--- src/rtl/alu_cmd_sequencer.sv ---
// Command front-end for the 4-bit ALU tile. It queues {op,a,b} commands in a FIFO, issues one at a time,
// and captures the registered ALU result into a valid/ready response with per-opcode flag cleanup.
module alu_cmd_sequencer #(
   parameter int DEPTH = 4,
   parameter int CNT_W = 3
) (
   input  logic             clk,
   input  logic             rst_n,
   input  logic             cmd_valid,
   output logic             cmd_ready,
   input  logic [2:0]       cmd_op,
   input  logic [3:0]       cmd_a,
   input  logic [3:0]       cmd_b,
   output logic [7:0]       alu_ui_in,
   output logic [2:0]       alu_opcode,
   input  logic [7:0]       alu_result,
   input  logic             alu_carry,
   input  logic             alu_ovf,
   output logic             rsp_valid,
   input  logic             rsp_ready,
   output logic [7:0]       rsp_result,
   output logic             rsp_carry,
   output logic             rsp_ovf,
   output logic             rsp_divz,
   output logic [2:0]       rsp_op,
   output logic [CNT_W-1:0] count,
   output logic             busy
);

   localparam int               PTR_W     = $clog2(DEPTH);
   localparam logic [CNT_W-1:0] DEPTH_CNT = CNT_W'(DEPTH);
   localparam logic [2:0]       OP_ADD    = 3'd0;
   localparam logic [2:0]       OP_SUB    = 3'd1;
   localparam logic [2:0]       OP_DIV    = 3'd3;

   typedef struct packed {
      logic [2:0] op;
      logic [3:0] a;
      logic [3:0] b;
   } cmd_t;

   typedef enum logic [1:0] {IDLE, ISSUE, CAPTURE, HOLD} state_t;

   state_t           state;
   state_t           state_nxt;
   cmd_t             fifo_mem [DEPTH];
   cmd_t             head;
   logic [PTR_W-1:0] wr_ptr;
   logic [PTR_W-1:0] rd_ptr;
   logic             push;
   logic             pop;
   logic             empty;
   logic             head_addsub;

   assign empty       = (count == '0);
   assign cmd_ready   = (count < DEPTH_CNT);
   assign push        = cmd_valid && cmd_ready;
   assign pop         = (state == CAPTURE);
   assign head        = fifo_mem[rd_ptr];
   assign alu_ui_in   = empty ? 8'h00 : {head.a, head.b};
   assign alu_opcode  = empty ? 3'b000 : head.op;
   assign busy        = (state != IDLE) || !empty;
   assign head_addsub = (head.op == OP_ADD) || (head.op == OP_SUB);

   // NOTE: the storage array is deliberately not reset; pointers and count alone define which entries are live.
   always_ff @(posedge clk) begin
      if (push) fifo_mem[wr_ptr] <= {cmd_op, cmd_a, cmd_b};
   end

   // NOTE: sequential state is written with <= only, so every flop samples pre-edge values.
   always_ff @(posedge clk or negedge rst_n) begin
      if (!rst_n) begin
         wr_ptr <= '0;
         rd_ptr <= '0;
         count  <= '0;
      end else begin
         if (push) wr_ptr <= wr_ptr + 1'b1;
         if (pop)  rd_ptr <= rd_ptr + 1'b1;
         case ({push, pop})
            2'b10:   count <= count + 1'b1;
            2'b01:   count <= count - 1'b1;
            default: count <= count;
         endcase
      end
   end

   always_ff @(posedge clk or negedge rst_n) begin
      if (!rst_n) state <= IDLE;
      else        state <= state_nxt;
   end

   // NOTE: state_nxt is defaulted first so no path through the case can infer a latch.
   always_comb begin
      state_nxt = state;
      case (state)
         IDLE:    if (!empty) state_nxt = ISSUE;
         ISSUE:   state_nxt = CAPTURE;
         CAPTURE: state_nxt = HOLD;
         HOLD:    if (rsp_ready) state_nxt = (!empty || push) ? ISSUE : IDLE;
         default: state_nxt = IDLE;
      endcase
   end

   // The ALU leaves carry/ovf stale on non-arithmetic ops, so they are only passed through for ADD/SUB.
   always_ff @(posedge clk or negedge rst_n) begin
      if (!rst_n) begin
         rsp_valid  <= 1'b0;
         rsp_result <= 8'h00;
         rsp_carry  <= 1'b0;
         rsp_ovf    <= 1'b0;
         rsp_divz   <= 1'b0;
         rsp_op     <= 3'b000;
      end else if (state == CAPTURE) begin
         rsp_valid  <= 1'b1;
         rsp_result <= alu_result;
         rsp_carry  <= alu_carry && head_addsub;
         rsp_ovf    <= alu_ovf && head_addsub;
         rsp_divz   <= (head.op == OP_DIV) && (head.b == 4'h0);
         rsp_op     <= head.op;
      end else if (state == HOLD && rsp_ready) begin
         rsp_valid  <= 1'b0;
      end
   end

endmodule

--- config.mk ---
export PLATFORM = sky130hd
export DESIGN_NAME = alu_cmd_sequencer
export DESIGN_NICKNAME = d
export VERILOG_FILES = /design/src/rtl/alu_cmd_sequencer.sv
export SDC_FILE = /design/constraint.sdc
export NUM_CORES = 1
export LEC_CHECK = 0
export ABC_AREA = 1
export CAP_MARGIN = 5
export CORE_MARGIN = 4
export CORE_UTILIZATION = 51
export DETAILED_ROUTE_END_ITERATION = 16
export GPL_ROUTABILITY_DRIVEN = 0
export PLACE_DENSITY = 0.79
export SLEW_MARGIN = 20
export SYNTH_ARGS = -nofsm -noshare
export SYNTH_HDL_FRONTEND = slang
export SYNTH_SLANG_ARGS = --single-unit
--- constraint.sdc ---
create_clock -name clk -period 2.8 [get_ports clk]
set_clock_uncertainty 0.2 [all_clocks]
set_input_delay 0.28 -clock clk [delete_from_list [all_inputs] [get_ports clk]]
set_output_delay 0.28 -clock clk [all_outputs]
set_load 0.05 [all_outputs]
After elaboration in Yosys (flattened, before gate mapping):

Memories as Yosys holds them, arrays and structs flattened.
Cells that the tools add are included.

* add/subtract/negate cells: 4
* $lt $le $gt $ge: 1
* equal/unequal tests: 9
* muxes and demuxes: 11
* reduce and logical (&&, ||, !) cells: 17

Operator list (count)
* $mux 8: 1
* $pmux 2 s4: 1
* $eq 2x2->1 const B: 3
* $logic_not 3->1: 2
* $pmux 3 s2: 1
* $reduce_bool 2->1: 3
* $logic_and 1x1->1: 5
* $mux 1: 5
* $add 2x1->2 const B: 2
* $eq 2x1->1 const B: 2
* $logic_not 4->1: 1
* $mux 2: 2
* $ne 2x2->1 const B: 2
* $add 3x1->3 const B: 1
* $eq 3x1->1 const B: 1
* $eq 3x2->1 const B: 1
* $logic_or 1x1->1: 3
* $lt 3x3->1 const B: 1
* $mux 3: 1
* $sub 3x1->3 const B: 1
* $logic_not 2->1: 1
* $reduce_and 2->1: 1
* $logic_not 1->1: 1

* flip-flop bits (word level): 24
* bits in writable memories: 44
* input bits: 25
* memories kept: 1

Memories
* fifo_mem: depth 4, bits a word 11, read ports 1, clocked after Yosys merged registers in 0, wr ports 1, RTL line 46 `cmd_t fifo_mem [DEPTH];`

Depth between registers and ports, before layout:

Gate-level depths: netlist of run 1.

* depth after elaboration: 6
* mapped depth: 10
* gate-level depth less buffers: 9

Worst setup path before layout of run 1:

OpenSTA, ideal clock, no wires.

* kind: register -> output
* start: reg count[2]
* end: out alu_ui_in[4]
* arrival: 2.179 ns
* required time: 2.320 ns
* slack: 0.141 ns
* cell stages (with the launch flop): 6
* cells stage by stage: dfrtp_1 inv_1 nand3_1 inv_1 buf_2 a21oi_1

* cells in the longest elaborated chain, start to end: 2

Ends and longest elaborated chain
* start: declaration: RTL line 26 `output logic [CNT_W-1:0] count,`
* start signal: assignment: RTL line 80 `2'b10: count <= count + 1'b1;`
* start signal: assignment: RTL line 81 `2'b01: count <= count - 1'b1;`
* start signal: assignment: RTL line 82 `default: count <= count;`
* $logic_not 3->1: RTL line 55 `assign empty = (count == '0);`
* $mux 8: RTL line 60 `assign alu_ui_in = empty ? 8'h00 : {head.a, head.b};`
* end: declaration: RTL line 14 `output logic [7:0] alu_ui_in,`

No other way between the ends.

Final worst setup path of run 1:

* start: reg state[0]
* end: out busy

* cells in the longest elaborated chain, start to end: 2

Ends and longest elaborated chain
* start: declaration: RTL line 44 `state_t state;`
* start signal: assignment: RTL line 89 `else state <= state_nxt;`
* $reduce_bool 2->1: RTL line 62 `assign busy = (state != IDLE) || !empty;`
* $logic_or 1x1->1: RTL line 62
* end: declaration: RTL line 27 `output logic busy`

No other way between the ends.

==> metrics.md, run 1 <==
| Metric | Value |
|---|---|
| Worst hold slack | 0.0929 ns |
| Outcome | completed |
| Routed Antenna Nets | 0 |
| Share of cells above drive strength 1 | 10.8% |
| Slew @ Worst Pin | 0.544 ns |
| Syn Std Cell Area | 2910 um^2 |
| Arr. time, crit path | 1.92 ns |
| Storage cell area | 1920 um^2 |
| Initial core utilization | 52.8% |
| Post-Synth XOR/XNOR Area | 1.51% |
| Setup TNS | 0 ns |
| Crit path max-delay cell type | clkdlybuf4s50_1 |
| Area Growth Syn to Fin | 26.6% |
| Critical path cell sequence | inv_1 -> ha_1 -> nand2_1 -> clkdlybuf4s50_1 |
| Syn_area_per_cell | 10.6 um^2 |
| CTS Sinks | 68 |
| Worst endpoint required time | 2.32 ns |
| Iteration-0 DRC Markers | 118 |
| Cell area after layout | 3680 um^2 |
| Achievable frequency | 417 MHz |
| Full die area | 6970 um^2 |
| Via-to-Cell Ratio | 4.86 |
| Final setup vio count | 0 |
| Core Area | 5510 um^2 |
| GRT Util Overall | 17.0% |
| Crit path kind | register to output pin |
| I/O Buffers | 55 |
| Worst Hold Class | input port to asynchronous set/reset pin |
| DIE HEIGHT | 83.5 um |
| Die Span X | 83.5 um |
| Area occupied by multi-input gates | 820 um^2 |
| Synth Area in Adders | 4.56% |
| First-pass GRT wire length | 9140 um |
| Dpl hpwl | 3860 um |
| Fin. Hold Viols | 0 |
| GRT overflow | 0 |
| Pre-antenna DRT Iters | 5 |
| Fillcell total | 437 |
| Sequential area share after synthesis | 66.1% |
| Hold buffer count at cts | 0 |
| DRT Wirelength | 5640 um |
| Cell family with most CP delay | buffers and inverters |
| Tcrit/Tclk final | 85.5% |
| Number of synthesized register bits | 68 |
| Clk root buf | clkbuf_8 |
| Mux cell area share after synthesis | 0% |
| Synth Area in Simple Gates | 18.2% |
| Final Max Tran Viols | 0 |
| RSZ-0062 raised after global routing | false |
| Final nets | 373 |
| Cell accounting for the most synthesized area | edfxtp_1 |
| Post-Route Utilization | 66.8% |
| Diodes inserted | 0 |
| Post-route DRC | 0 |
| Clk buf depth | 2 |
| Synth area leaders | edfxtp_1, dfrtp_1, nand2_1 |
| Max-Cap Viols | 0 |
| Setup Buffers After CTS | 0 |
| Ys Warns | 0 |
| Largest family of logic cells by synthesized area | simple AND/OR/NAND/NOR gates |
| TritonCTS clock tree | done |
| CP Launch Type | register |
| Reg clk slew, reported paths | 0.07 ns |
| Initial antenna violation count | 0 |
| Wire length per cell | 13.6 um |
| Num CTS Buffers | 9 |
| Slowest stage delay, CP | 0.80 ns |
| Synth cell types | 18 |
| CP Max Fanout | 4 |
| Syn Inst Count | 273 |
| I/O pins | 56 |
| Resize count post-CTS | 0 |
| H-Tree Depth | 3 |
| CP bufs+invs | 2 |
| Worst-Skew Late Latency | 0.34 ns |
| Slew headroom | 63.7% |
| Synth Area in Compound Gates | 3.96% |
| Via count | 2018 |
| Crit end category | output pin |
| Vias in the first global route | 1974 |
| Rows | 27 |
| Final period demand of the worst path | 2.40 ns |
| Area share of the largest cell type after synthesis | 45.5% |
| DP Area | 3510 um^2 |
| Post-Syn Nets | 308 |
| Largest net degree at the start of global routing | 25 |
[metrics by stage]
stage / worst slack, ns / cells
2_1_floorplan: 0.141 / 273
3_3_place_gp: 0.542 / 399
3_5_place_dp: 0.464 / 399
4_1_cts: 0.373 / 415
5_1_grt: 0.264 / 415
6_report: 0.405 / 415
[logic make-up (layout without fill, tap and decap cells)]
logic type | Yosys count | in the layout
DFF | 68 | 68
adders and majority gates | 10 | 10
xor gates and xnor gates | 5 | 5
and+or+nand+nor | 134 | 134
buffers and inverters | 33 | 103
AOI/OAI and AO/OA | 23 | 23
[metal layers]
metal  routed length (um)  global-route usage (%)  up-vias
met3                  364                    4.54        9
met5                    0                       0        -
met1                 2410                    20.6      945
met2                 2770                    27.5       53
met4                   93                    9.94        0
li1                     -                       -     1011
[synthesized netlist by cell type]
cell / count
inv_4: 1
fa_1: 1
dfrtp_1: 24
o21ai_0: 15
nand2_1: 87
xor2_1: 4
edfxtp_1: 44
xnor2_1: 1
buf_2: 4
buf_4: 3
inv_1: 22
a21oi_1: 6
nor2_1: 31
ha_1: 9
o21ai_1: 2
nand3_1: 15
buf_6: 3
nand3_2: 1
[sequential cells by signal (all words and copies together) (netlist names), 2 cells and up]
name and count:
rsp_op 3, rd_ptr 2, wr_ptr 2, rsp_result 8, count 3, state 2
fifo_mem 44
[cells in the final DEF (no fill, tap or decap)]
cell,count
clkinv_2,3
fa_1,1
inv_4,1
buf_4,20
xnor2_1,1
nor2_1,31
dfrtp_1,24
nand3_1,15
xor2_1,4
o21ai_0,15
clkdlybuf4s50_1,44
a21oi_1,6
nand2_1,87
o21ai_1,2
clkinv_4,2
clkbuf_8,9
clkinv_1,1
inv_1,22
ha_1,9
edfxtp_1,44
clkinvlp_4,1
nand3_2,1
[area by class of cell]
type                            instances  area share (%)
Timing Repair Buffer                   64            16.1
Sequential cell                        68            52.2
Multi-Input combinational cell        172            22.3
Clock inverter                          7            1.19
Tap cell                               72            2.45
Inverter                               23            2.41
Clock buffer                            9            3.37
[path summary, 6_finish.rpt]
kind | from | end | slack [ns] | cells past startpoint
worst min register to register | rsp_valid$_DFFE_PN0P_ | rsp_valid$_DFFE_PN0P_ | 0.28 | 2
worst min-delay path | rst_n | count[1]$_DFFE_PN0P_ | 0.09 | 2
worst max register to register | state[0]$_DFFE_PN0P_ | count[2]$_DFFE_PN0P_ | 0.71 | 8
max in group asynchronous | rst_n | rsp_result[0]$_DFFE_PN0P_ | 2.07 | 2
min in group clk | rsp_valid$_DFFE_PN0P_ | rsp_valid$_DFFE_PN0P_ | 0.28 | 2
worst max-delay path | state[0]$_DFFE_PN0P_ | busy | 0.40 | 4
[worst register-to-register path: stages, from the launching register on]
cell	delay (ns)
dfrtp_1	0.42
inv_1	0.12
ha_1	0.20
ha_1	0.15
inv_1	0.07
fa_1	0.37
a21oi_1	0.14
o21ai_0	0.13
xor2_1	0.17
Power of run 1 is not shown: default switching activity piles up to over one toggle a cycle in this logic, so the estimate is an artifact.
==> inputs of run 2 (changes only) <==
Clock period 2.8 ns to 2.55 ns, I/O delays scaled along.
==> metrics.md, run 2 (synthesized netlist as in run 1, its figures left out) <==
| Metric | Value |
|---|---|
| Crit path max-delay cell type | dfrtp_1 |
| Worst Reg-to-Reg Cells | 8 |
| Slowest stage delay, CP | 0.67 ns |
| CP bufs+invs | 2 |
| Clk root buf | clkbuf_8 |
| Slew @ Worst Pin | 0.530 ns |
| Most frequent cells in the layout | nand2_1, edfxtp_1, clkdlybuf4s50_1 |
| Post-route DRC | 0 |
| Iteration-0 DRC Markers | 91 |
| Setup Buffers After CTS | 0 |
| I/O pins | 56 |
| Dpl hpwl | 3840 um |
| Initial antenna violation count | 0 |
| DRT Wirelength | 5600 um |
| Full die area | 6970 um^2 |
| Share of cells above drive strength 1 | 11.0% |
| Rows | 27 |
| Slew headroom | 64.7% |
| Largest regs | fifo_mem x44, rsp_result x8 |
| Core Area | 5510 um^2 |
| Initial core utilization | 52.8% |
| First-pass GRT wire length | 9200 um |
| Pre-antenna DRT Iters | 4 |
| Critical path cell sequence | buf_4 -> nand2_1 -> nand3_1 -> nand2_1 -> nor2_1 -> buf_12 |
| Hold buffer count at cts | 0 |
| Worst Hold Class | input port to asynchronous set/reset pin |
| Largest net degree at the start of global routing | 25 |
| Routed Antenna Nets | 0 |
| Final period demand of the worst path | 2.36 ns |
| Max reg flops | 44 |
| Fin cells | 416 |
| H-Tree Depth | 3 |
| DIE HEIGHT | 83.5 um |
| Clk buf depth | 2 |
| CP Max Fanout | 14 |
| Tcrit/Tclk final | 92.6% |
| Most frequent CP cell | nand2_1 |
| Vias in the first global route | 1922 |
| GRT overflow | 0 |
| Via-to-Cell Ratio | 4.80 |
| Fillcell total | 403 |
| Die Span X | 83.5 um |
| Fin. Hold Viols | 0 |
| Area Growth Syn to Fin | 33.1% |
| Wire length per cell | 13.5 um |
| Register with the most flip-flops | fifo_mem |
| TritonCTS clock tree | done |
| Crit end category | output pin |
| Worst-Skew Late Latency | 0.33 ns |
| Via count | 1998 |
| Setup TNS | 0 ns |
| Final setup vio count | 0 |
| Final nets | 374 |
| Arr. time, crit path | 1.91 ns |
| Crit path kind | register to output pin |
| Final Max Tran Viols | 0 |
| Resize count post-CTS | 0 |
| Achievable frequency | 423 MHz |
| Outcome | completed |
| CTS Sinks | 68 |
| RSZ-0062 raised after global routing | false |
| Placed cell count | 400 |
| I/O Buffers | 55 |
| Commonest non-fill, non-tap cell in the layout | nand2_1 |
| Reg2reg setup slack | 0.46 ns |
| Worst reg2reg startpoint | state[0]$_DFFE_PN0P_ |
| GRT Util Overall | 17.3% |
| Diodes inserted | 0 |
| Reg clk slew, reported paths | 0.06 ns |
| Reg2reg end | count[2]$_DFFE_PN0P_ |
| Max-Cap Viols | 0 |
| Cell family with most CP delay | flip-flops |
| CP Launch Type | register |
| Worst endpoint required time | 2.10 ns |
| Num CTS Buffers | 9 |
-- run 2: changes by cell type in the layout (fill, tap and decap cells not counted), sizes merged --
cell and change:
clkinv -4, bufinv +2, clkbuf +2, buf +1
clkinvlp +1, inv -1
-- run 2: layer usage --
metal	routed length (um)	up-vias	track usage [%]
met5	0	-	0
met4	89	0	7.46
met3	341	7	5.82
met2	2710	61	28.0
met1	2460	912	21.3
li1	-	1018	-
-- run 2: worst register-to-register path, stage by stage (launching register included) --
cell	delay, ns
dfrtp_1	0.41
inv_1	0.12
ha_1	0.19
ha_1	0.14
inv_1	0.06
fa_1	0.37
a21oi_1	0.15
o21ai_0	0.14
xor2_1	0.18
-- run 2: area by class of cell --
type | instances | area (um^2) | area share [%]
Clock buffer | 11 | 131 | 3.40
Clock inverter | 5 | 76.3 | 1.97
Inverter | 23 | 92.6 | 2.39
Multi-Input combinational cell | 172 | 820 | 21.2
Sequential cell | 68 | 1920 | 49.7
Tap cell | 72 | 90.1 | 2.33
Timing Repair Buffer | 65 | 736 | 19.0
-- run 2: how the worst max path moves through the flow --
stage | slack (ns) | start | end | cells after the start
final | 0.19 | rd_ptr[0]$_DFFE_PN0P_ | alu_opcode[2] | 6
after global routing | 0.03 | rd_ptr[0]$_DFFE_PN0P_ | alu_opcode[0] | 7
after CTS | 0.16 | state[0]$_DFFE_PN0P_ | busy | 4
after detailed placement | 0.43 | cmd_valid | count[2]$_DFFE_PN0P_ | 8
after global placement | 0.49 | cmd_valid | count[2]$_DFFE_PN0P_ | 8
after floorplan | 0.03 | count[2]$_DFFE_PN0P_ | alu_ui_in[4] | 5
-- run 2: metrics by stage --
step	cell area [um^2]	util [%]	hold slack [ns]	setup slack [ns]
after floorplan	2910	-	-0.241	0.0302
after global placement	3660	66.5	0.254	0.493
after detailed placement	3660	66.5	0.260	0.434
after CTS	3870	70.3	0.0693	0.162
after global routing	3870	70.3	0.0850	0.0326
final	3870	70.3	0.0789	0.188
Power of run 2 is left out for the same reason.
